==> src/rtl/signed_mac_accumulator.sv <==
// signed_mac_accumulator: burst multiply-accumulate stage.
//
// Signed 8-bit operand pairs are accepted over a valid/ready handshake. Each
// pair is multiplied by a combinational Wallace-tree multiplier. The 16-bit
// product is registered, then sign-extended and added into an ACC_W-bit
// accumulator. The final dot product is offered on an output valid/ready
// handshake.
//
// Optional build macro SIGNED_MAC_SATURATE_EN:
//   - Defined: every addition clamps at the signed ACC_W limits, and the
//     sticky ovf flag records any clamp.
//   - Undefined: the accumulation wraps and ovf is tied low.

// 8x8 signed multiplier. Rows are reduced with a carry-save (3:2) tree and
// finished with one carry-propagate add.
//
// The multiplicand is sign-extended to 16 bits. Rows 0..6 are the ordinary
// shifted partial products. The multiplier's sign bit has weight -2^7, so
// that row is negated: its bits are inverted, and the +1 of the two's
// complement negation is a separate single-bit row. Everything is exact
// modulo 2^16, which covers the whole product range.
module wallace_tree_multiplier_8_bit (
    input  logic [7:0]  a,
    input  logic [7:0]  b,
    output logic [15:0] p
);
    logic [15:0] sa;
    logic [15:0] pp [0:8];
    logic [15:0] s0, c0, s1, c1, s2, c2;
    logic [15:0] s3, c3, s4, c4;
    logic [15:0] s5, c5, s6, c6;

    function automatic logic [15:0] csa_sum(input logic [15:0] x, input logic [15:0] y,
                                            input logic [15:0] z);
        return x ^ y ^ z;
    endfunction

    function automatic logic [15:0] csa_carry(input logic [15:0] x, input logic [15:0] y,
                                              input logic [15:0] z);
        return ((x & y) | (x & z) | (y & z)) << 1;
    endfunction

    assign sa = {{8{a[7]}}, a};

    // Partial product generation, including the negated sign row and its +1
    always_comb begin
        for (int i = 0; i < 7; i++) begin
            pp[i] = b[i] ? (sa << i) : 16'd0;
        end
        pp[7] = b[7] ? ~(sa << 7) : 16'd0;
        pp[8] = {15'd0, b[7]};
    end

    // Level 1: 9 rows -> 6 rows
    assign s0 = csa_sum  (pp[0], pp[1], pp[2]);
    assign c0 = csa_carry(pp[0], pp[1], pp[2]);
    assign s1 = csa_sum  (pp[3], pp[4], pp[5]);
    assign c1 = csa_carry(pp[3], pp[4], pp[5]);
    assign s2 = csa_sum  (pp[6], pp[7], pp[8]);
    assign c2 = csa_carry(pp[6], pp[7], pp[8]);

    // Level 2: 6 rows -> 4 rows
    assign s3 = csa_sum  (s0, c0, s1);
    assign c3 = csa_carry(s0, c0, s1);
    assign s4 = csa_sum  (c1, s2, c2);
    assign c4 = csa_carry(c1, s2, c2);

    // Level 3: 4 rows -> 3 rows
    assign s5 = csa_sum  (s3, c3, s4);
    assign c5 = csa_carry(s3, c3, s4);

    // Level 4: 3 rows -> 2 rows
    assign s6 = csa_sum  (s5, c5, c4);
    assign c6 = csa_carry(s5, c5, c4);

    // Final carry-propagate addition
    assign p = s6 + c6;
endmodule

// Handshake rules, applying to both ports:
//   - A transfer happens on a rising edge where valid && ready.
//   - in_ready does not depend on in_valid.
//   - out_valid does not depend on out_ready.
//   - Once out_valid rises, it and acc_out hold until the edge on which
//     out_ready is seen high.
module signed_mac_accumulator #(
    parameter int ACC_W = 24,
    parameter int LEN_W = 8
) (
    input  logic             clk,
    input  logic             reset_n,
    input  logic             start,
    input  logic [LEN_W-1:0] len,
    input  logic             in_valid,
    output logic             in_ready,
    input  logic [7:0]       X_in,
    input  logic [7:0]       Y_in,
    output logic             out_valid,
    input  logic             out_ready,
    output logic [ACC_W-1:0] acc_out,
    output logic             busy,
    output logic             ovf,
    output logic [1:0]       dbg_state
);
    typedef enum logic [1:0] {
        IDLE  = 2'd0,
        RUN   = 2'd1,
        DRAIN = 2'd2,
        DONE  = 2'd3
    } state_t;

    localparam logic [LEN_W-1:0] LEN_ONE = LEN_W'(1);

    state_t           state;
    state_t           state_next;
    logic [LEN_W-1:0] len_q;
    logic [LEN_W-1:0] count;
    logic [15:0]      prod;
    logic [15:0]      prod_q;
    logic             prod_v;
    logic [ACC_W-1:0] prod_ext;
    logic [ACC_W-1:0] acc;
    logic [ACC_W-1:0] acc_sum;
    logic             start_ok;
    logic             xfer;
    logic             last_xfer;

    wallace_tree_multiplier_8_bit u_mult (
        .a (X_in),
        .b (Y_in),
        .p (prod)
    );

    // start is only honoured in IDLE; a pair moves only while RUN is short of len
    assign start_ok  = (state == IDLE) && start;
    assign in_ready  = (state == RUN) && (count < len_q);
    assign xfer      = in_valid && in_ready;
    assign last_xfer = xfer && (count == (len_q - LEN_ONE));

    assign prod_ext  = ACC_W'($signed(prod_q));

    assign out_valid = (state == DONE);
    assign busy      = (state != IDLE);
    assign acc_out   = acc;
    assign dbg_state = state;

`ifdef SIGNED_MAC_SATURATE_EN
    localparam logic [ACC_W-1:0] ACC_MAX = {1'b0, {(ACC_W-1){1'b1}}};
    localparam logic [ACC_W-1:0] ACC_MIN = {1'b1, {(ACC_W-1){1'b0}}};

    logic [ACC_W:0] wide_sum;
    logic           clamp;
    logic           ovf_q;

    // One guard bit above the accumulator. Overflow shows up as the guard
    // bit disagreeing with the result's sign bit; the guard bit gives the
    // true sign of the sum.
    assign wide_sum = {acc[ACC_W-1], acc} + {prod_ext[ACC_W-1], prod_ext};

    // Clamp the addition result to the signed limits on overflow
    always_comb begin
        acc_sum = wide_sum[ACC_W-1:0];
        clamp   = 1'b0;
        if (wide_sum[ACC_W] != wide_sum[ACC_W-1]) begin
            clamp   = 1'b1;
            acc_sum = wide_sum[ACC_W] ? ACC_MIN : ACC_MAX;
        end
    end

    // Sticky overflow flag: cleared by an accepted start, set by any clamp
    always_ff @(posedge clk or negedge reset_n) begin
        if (!reset_n) begin
            ovf_q <= 1'b0;
        end else if (start_ok) begin
            ovf_q <= 1'b0;
        end else if (prod_v && clamp) begin
            ovf_q <= 1'b1;
        end
    end

    assign ovf = ovf_q;
`else
    // Plain modulo-2^ACC_W accumulation
    assign acc_sum = acc + prod_ext;
    assign ovf     = 1'b0;
`endif

    // State register
    always_ff @(posedge clk or negedge reset_n) begin
        if (!reset_n) begin
            state <= IDLE;
        end else begin
            state <= state_next;
        end
    end

    // Next-state logic. DRAIN always holds the last registered product, so
    // it lasts exactly one cycle.
    always_comb begin
        state_next = state;
        case (state)
            IDLE: begin
                if (start) begin
                    state_next = (len == '0) ? DONE : RUN;
                end
            end
            RUN: begin
                if (last_xfer) begin
                    state_next = DRAIN;
                end
            end
            DRAIN: begin
                state_next = DONE;
            end
            DONE: begin
                if (out_ready) begin
                    state_next = IDLE;
                end
            end
            default: begin
                state_next = IDLE;
            end
        endcase
    end

    // Datapath registers.
    // The product is captured on the transfer edge and added to the
    // accumulator on the following edge. A gap in in_valid leaves prod_v low,
    // so the accumulator and the count simply hold.
    always_ff @(posedge clk or negedge reset_n) begin
        if (!reset_n) begin
            len_q  <= '0;
            count  <= '0;
            prod_q <= '0;
            prod_v <= 1'b0;
            acc    <= '0;
        end else if (start_ok) begin
            len_q  <= len;
            count  <= '0;
            prod_v <= 1'b0;
            acc    <= '0;
        end else begin
            if (xfer) begin
                count  <= count + LEN_ONE;
                prod_q <= prod;
            end
            prod_v <= xfer;
            if (prod_v) begin
                acc <= acc_sum;
            end
        end
    end
endmodule

==> config.mk <==
export PLATFORM = sky130hd
export DESIGN_NAME = signed_mac_accumulator
export DESIGN_NICKNAME = d
export VERILOG_FILES = /design/src/rtl/signed_mac_accumulator.sv
export SDC_FILE = /design/constraint.sdc
export NUM_CORES = 1
export LEC_CHECK = 0
export ABC_AREA = 1
export CAP_MARGIN = 10
export CORE_UTILIZATION = 65
export CTS_CLUSTER_DIAMETER = 60
export DETAILED_ROUTE_END_ITERATION = 16
export DONT_BUFFER_PORTS = 1
export PLACE_DENSITY = 0.81
export SLEW_MARGIN = 20
export SYNTH_ARGS = -nofsm -noshare
export SYNTH_HDL_FRONTEND = slang
export SYNTH_HIERARCHICAL = 1
export SYNTH_SLANG_ARGS = --single-unit
==> constraint.sdc <==
create_clock -name clk -period 4.19 [get_ports clk]
set_clock_uncertainty 0.2 [all_clocks]
set_input_delay 0.838 -clock clk [delete_from_list [all_inputs] [get_ports clk]]
set_output_delay 0.838 -clock clk [all_outputs]
set_load 0.1 [all_outputs]
==> results.md, run 1 <==
* Number of antenna repair diodes at 0
* Worst Path Arrival at 4110 ps
* Summed instance area of the synthesized netlist at 7210 µm²
* Cell internal pwr at 2.75 mW
* Clock Latency Late Sink at 350 ps
* DRC errors left at 1
* Worst slew margin at 32.2%
* Overall die area at 11,500 µm²
* Number of global-route vias before repair at 6,348
* Startpoint Class: primary input
* Final Instance Count excl. Fillers at 1,191
* Longest individual stage delay on the worst path at 650 ps
* Violated checks: design-rule violations
* Category of cells accounting for the largest share of critical-path delay: adder cells
* DP HPWL at 12.7 mm
* Destination of the worst register-to-register timing path: prod_q[15]$_DFFE_PN0P_
* Initial DRT Pass Iterations at 11
* Yosys Warn Count at 6
* Clock network fraction of total power at 8.1%
* Path type of the worst setup path: in -> reg
* Average detailed-routed wire length per instance at 13.2 µm
* Footprint of the multi-input gates at 5040 µm²
* Number of antenna violations at the first check in global routing at 0
* Number of buffers inserted during clock tree synthesis at 9
* Path type of the worst min-delay path: in -> async
* Leading post-synthesis cells by cell area: dfrtp_1 (20%), nand2_1 (17%), fa_1 (16%), ha_1 (12%), inv_1 (11%)
* Switching share of power at 55.8%
* RSZ-0062 raised after global routing: true
* Synthesized netlist net count at 1,188
* Flip-flop cell with the highest count after synthesis: dfrtp_1
* CTS root buf: clkbuf_8
* Post-place instance area at 7650 µm²
* Initial core utilization at 66.5%
* Number of register bits inferred by synthesis at 59
* Required time of the critical path at 4220 ps
* Vertical die dimension at 107 µm
* Max-cap violation count at 0
* Worst R2R Start: dbg_state[1]$_DFFE_PN0P_
* Post-Place Setup Slack at -242 ps
* Achievable Freq at 0.245 GHz
* Worst reg2reg setup slack at 1230 ps
* R2r worst-path depth at 9
* Final Setup Violations at 0
* Total negative setup slack at 0 ps
* Post-synthesis cell count at 1,033
* Final wirelength at 15.8 mm
* Post-synthesis cell type count at 42
* Cell at the slowest stage of the critical path: fa_2
* Synth-to-Final Area Change at 9.91%
* Total gr overflow at 0
* I/O pin cnt at 59
* Most instantiated library cell after synthesis: nand2_1
* Final critical path time including I/O delays and setup at 4080 ps
* Average instance area after synthesis at 6.98 µm²
* Fin crit share at 97.3%
* Sequence of cells on the critical path: nand2_1 -> inv_1 -> fa_1 -> inv_1 -> fa_2 -> fa_1 -> inv_2 -> fa_1 -> ha_4 -> nand2_2 -> inv_1 -> a21oi_1 -> nand3_2 -> nand2_1 -> nand2_1 -> nand2_2 -> nand2_1
* Post-layout nets at 1,203
* H-tree Lvls at 3
* Total track usage at 29.7%
* Setup slack after layout at 115 ps
* Net Switching at 3.46 mW
* FFs w/ async S/R, synth at 100%
* Slew of the pin with the lowest slew margin at 1020 ps
* Minimum hold slack at 145 ps
* Power per cell area at 784 nW/µm²
* Clock transition time at the flip-flop clock pins of the worst setup and hold paths at 70 ps
* Core Area at 10,800 µm²
* Maximum count of clock buffers along a single path at 2
* Maximum VDD drop at 0.630 mV
* Maximum fanout encountered on the critical timing path at 8
* Clock tree from TritonCTS: yes
* Combinational cell fraction of total power at 70.3%
* Max-slew violations at 0
* Critical path endpoint category: flop
* Buffers plus inverters on the worst setup path at 4
* Design Area, Final at 7920 µm²
* Number of sinks on the clock net at 59
* Vias at 6,308
* Filler Cell Count at 887
* Area share of the leading cell type in the synthesized netlist at 20.5%
* First-pass GRT wire length at 27.1 mm
* Die span in x at 107 µm
* Number of nets with antenna violations after detailed routing at 0
* Status: finished, violations left
* Largest net degree at the start of global routing at 60
* Cell mode on critical path: nand2_1
* Number of hold violations in the final report at 0
* I/O Buffers at 0
* Number of enable flip-flop cells after synthesis at 0
* Post-Place Cells at 1,176
* Leakage power figure at 4.54 nW
* Final Wtd Congestion at 0.913
* Sequential fraction of design power at 21.6%
* Register area share after synthesis at 20.5%
* Via density per instance at 5.30
* Initial DRC Count at 309
* Total area of sequential cells at 1480 µm²
* Synth area leader: dfrtp_1
* # rows at 38
* Share of final-layout standard cells stronger than drive strength 1 at 11.6%
* Most used standard cells in the synthesized netlist: nand2_1 (329), inv_1 (209), ha_1 (69)
[per-stage QoR]
step	util, %	power (mW)
global route	73.1	6.83
detailed placement	70.6	5.58
finish	73.1	6.21
CTS	72.5	6.12
global placement	70.6	5.48
floorplan	-	4.65
[worst reg2reg max path: stages, from the launching register on]
cell	delay, ps
dfrtp_1	340
buf_4	320
inv_1	140
ha_1	220
nand2_1	300
inv_1	360
nor2_4	520
inv_2	260
nand2_1	130
nand2_1	60
[flip-flops by register name (all words and copies together), names as in the netlist]
register / flops
acc_out: 24
prod_q: 16
count: 8
len_q: 8
dbg_state: 2
prod_v: 1
[power groups by stage]
stage	combinational (mW)	clock [mW]	sequential, mW
floorplan	3.16	0	1.49
global placement	4.14	0	1.34
detailed placement	4.23	0	1.35
CTS	4.27	0.507	1.34
global route	4.93	0.536	1.37
finish	4.36	0.505	1.34
[cell type report]
type,count,area share [%]
timing repair buffer,28,2.91
inverter,215,10.3
tap,140,2.21
sequential,59,18.6
clock inverter,3,0.505
clock buffer,11,1.78
multi-input combinational,735,63.7
[repair_timing]
action,in CTS,in global routing
gates resized for setup,0,25
hold endpoints to repair,59,0
endpoints found under the setup margin,0,6
hold buffers,1,0
buffers inserted,0,0
[metal layers]
layer / GRT usage [%] / vias up / wire length, µm
li1: - / 3188 / -
met1: 35.4 / 2936 / 6860
met2: 53.8 / 149 / 7810
met3: 4.30 / 35 / 667
met4: 11.8 / 0 / 435
met5: 0 / - / 0
[cells by family (layout without fill, tap and decap cells)]
group | count (synthesis) | after routing | share of synthesized area [%]
AOI/OAI and AO/OA | 111 | 111 | 8.97
DFF | 59 | 59 | 20.5
buffers and inverters | 239 | 257 | 12.9
xor gates and xnor gates | 21 | 21 | 2.55
adders and majority gates | 126 | 126 | 27.8
and+or+nand+nor | 476 | 476 | 27.3
other | 1 | 1 | 0.0520
[worst max path at each step]
stage | from | endpoint | slack, ps | cells past startpoint
global placement | X_in[7] | prod_q[15]$_DFFE_PN0P_ | -180 | 19
detailed placement | Y_in[7] | prod_q[12]$_DFFE_PN0P_ | -240 | 17
floorplan | X_in[7] | prod_q[14]$_DFFE_PN0P_ | -220 | 18
CTS | Y_in[7] | prod_q[12]$_DFFE_PN0P_ | 110 | 17
global route | X_in[7] | prod_q[15]$_DFFE_PN0P_ | -10 | 18
finish | Y_in[5] | prod_q[14]$_DFFE_PN0P_ | 110 | 17
[cell usage in the layout (no fill, tap or decap), types with 11 or more instances in the layout]
cell and count:
nand2_1 315, inv_1 198, ha_1 59, dfrtp_1 59
nor2_1 57, fa_1 53, a21oi_1 43, o21ai_0 38
nand3_1 35, buf_4 27, nand2_2 20, inv_2 15
nand4_1 14, xnor2_1 11
No activity file was read; power rests on OpenSTA's default activity.
==> run 2: changes to the inputs <==
- SETUP_SLACK_MARGIN: not set -> 0.3
- clock period: 4.19 -> 4.45 ns (I/O delays scaled with it)
==> run 2 against run 1 <==
Global-route usage down 0.22 points. Non-clock buffer count down 11. Register-to-register slack better by 280 ps. The run still ends with design-rule violations left. First-iteration DRC count down 0.32%. Sequential power down 5%. Largest power group unchanged. Largest cell class unchanged. Combinational power down 4%. Power down 4.1%. Worst hold slack worse by 120 ps. Final area down 0.30%. Flip-flop and latch count unchanged. Clock-buffer cell count up 1.
==> results.md, run 2 (synthesis results as in run 1) <==
* Average detailed-routed wire length per instance at 13.4 µm (+1.5%)
* First-pass GRT wire length at 27.0 mm (-0.56%)
* I/O Buffers at 0 (unchanged)
* DP HPWL at 12.7 mm (+0.45%)
* Number of global-route vias before repair at 6,249 (-1.6%)
* Flip-flop count of the largest register after layout at 24 (unchanged)
* Total negative setup slack at 0 ps (unchanged)
* Final Wtd Congestion at 0.914 (+0.21%)
* CTS root buf: clkbuf_8
* Required time of the critical path at 4490 ps (+270 ps)
* Worst R2R Start: dbg_state[0]$_DFFE_PN0P_
* Design Area, Final at 7900 µm² (-0.30%)
* Hold_buf cts at 0 (-1)
* Critical path endpoint category: flop
* Violated checks: design-rule violations
* Clock transition time at the flip-flop clock pins of the worst setup and hold paths at 70 ps (about the same)
* Die span in x at 107 µm (unchanged)
* Worst setup path startpoint: X_in[7]
* Final critical path time including I/O delays and setup at 4180 ps
* Post-layout nets at 1,192 (-0.91%)
* Vias at 6,252 (-0.89%)
* Post-Place Setup Slack at -38.1 ps (+204 ps)
* Cell at the slowest stage of the critical path: fa_2
* Number of antenna repair diodes at 0 (unchanged)
* Initial DRC Count at 308 (-0.32%)
* Clock tree from TritonCTS: yes
* Initial core utilization at 66.5% (unchanged)
* Number of antenna violations at the first check in global routing at 0 (unchanged)
* Most common cell after layout, fill and taps aside: nand2_1
* Number of sinks on the clock net at 59 (unchanged)
* I/O pin cnt at 59 (unchanged)
* Path type of the worst setup path: in -> reg
* Initial DRT Pass Iterations at 11 (unchanged)
* Commonest cells after routing, fill and taps aside: nand2_1 (309), inv_1 (191), nor2_1 (59), dfrtp_1 (59), ha_1 (58)
* Final Instance Count excl. Fillers at 1,182 (-0.76%)
* Final core utilization at 72.9% (-0.22 points)
* # rows at 38 (unchanged)
* Power per cell area at 754 nW/µm² (-3.8%)
* Total gr overflow at 0 (unchanged)
* Slew of the pin with the lowest slew margin at 1010 ps (-2.73 ps)
* Setup slack after layout at 274 ps (+159 ps)
* RSZ-0062 raised after global routing: true
* Achievable Freq at 0.239 GHz
* Minimum hold slack at 25.6 ps (-120 ps)
* Synth-to-Final Area Change at 9.58%
* Sequence of cells on the critical path: nand2_8 -> inv_4 -> fa_1 -> inv_2 -> fa_2 -> fa_1 -> inv_1 -> fa_1 -> ha_4 -> buf_12 -> nand2_4 -> inv_1 -> a21oi_2 -> nand3_2 -> nand2_1 -> nand2_1 -> nand2_2 -> nand2_1
* Total track usage at 29.5% (-0.22 points)
* Leakage power figure at 4.50 nW (-0.85%)
* Fin crit share at 93.9%
* Via density per instance at 5.29 (-0.13%)
* DRC errors left at 1 (unchanged)
* Post-Place Cells at 1,162 (-1.2%)
* H-tree Lvls at 3 (unchanged)
* Final Setup Violations at 0 (unchanged)
* Worst Path Arrival at 4220 ps (+110 ps)
* Maximum fanout encountered on the critical timing path at 8 (unchanged)
* Status: finished, violations left
* Post-place instance area at 7580 µm² (-0.95%)
* Worst slew margin at 32.4% (+0.18 points)
* Overall die area at 11,500 µm² (unchanged)
* Maximum VDD drop at 0.568 mV (-9.8%)
* Share of final-layout standard cells stronger than drive strength 1 at 11.9% (+0.29 points)
* Number of nets with antenna violations after detailed routing at 0 (unchanged)
* Total power after layout at 5.95 mW (-4.1%)
* Max-cap violation count at 0 (unchanged)
* Clock Latency Late Sink at 360 ps (about the same)
* Startpoint Class: primary input
* Max-slew violations at 0 (unchanged)
* Path type of the worst min-delay path: in -> async
* Longest individual stage delay on the worst path at 640 ps (about the same)
* Maximum count of clock buffers along a single path at 2 (unchanged)
* Number of hold violations in the final report at 0 (unchanged)
* Vertical die dimension at 107 µm (unchanged)
* Largest net degree at the start of global routing at 60 (unchanged)
* Core Area at 10,800 µm² (unchanged)
* Number of buffers inserted during clock tree synthesis at 9 (unchanged)
* Final wirelength at 15.9 mm (+0.75%)
run 2: cell types whose count changed in the layout (fill, tap and decap cells not counted), sizes merged:
cell,before,now
clkinv,2,1
clkinvlp,1,3
clkbuf,11,12
buf,28,17
run 2: per-layer routing:
metal  vias to the layer above  routed length [µm]  track usage (%)
li1                       3168                   -                -
met1                      2906                6900             34.7
met2                       145                7920             53.2
met3                        33                 685             5.81
met4                         0                 391             10.7
met5                         -                   0                0
run 2: cell type report:
class,instances,area [µm²]
multi-input cells,735,5090
fillers,874,2940
flip-flops and latches,59,1480
inverters,215,813
well taps,140,175
repair buffers,17,153
clock buffers,12,145
clock inverters,4,50.0
run 2: worst max-delay path: cells and delay by family:
family | cells | cell delay [ps]
and+or+nand+nor | 7 | 420
adders and majority gates | 5 | 2380
AOI/OAI and AO/OA | 1 | 180
buffers and inverters | 5 | 360
run 2: path summary, 6_finish.rpt:
path	end	slack [ps]	cells after the start
max in group asynchronous	prod_q[12]$_DFFE_PN0P_	3920	0
min in group clk	prod_q[5]$_DFFE_PN0P_	280	2
worst max-delay path	prod_q[14]$_DFFE_PN0P_	270	18
worst min register to register	prod_q[5]$_DFFE_PN0P_	280	2
worst min-delay path	acc_out[22]$_DFFE_PN0P_	30	0
worst max register to register	prod_q[10]$_DFFE_PN0P_	1510	9
run 2: power breakdown:
group | leakage (nW) | switching [mW] | internal (mW) | total [mW]
logic | 3.64 | 2.55 | 1.64 | 4.19
registers | 0.776 | 0.550 | 0.715 | 1.27
clock network | 0.0926 | 0.224 | 0.273 | 0.497
total | 4.50 | 3.33 | 2.63 | 5.95
run 2: timing repair:
action / in CTS / in global routing
setup buffers: 0 / 4
gates resized for setup: 0 / 35
endpoints found under the setup margin: 0 / 7
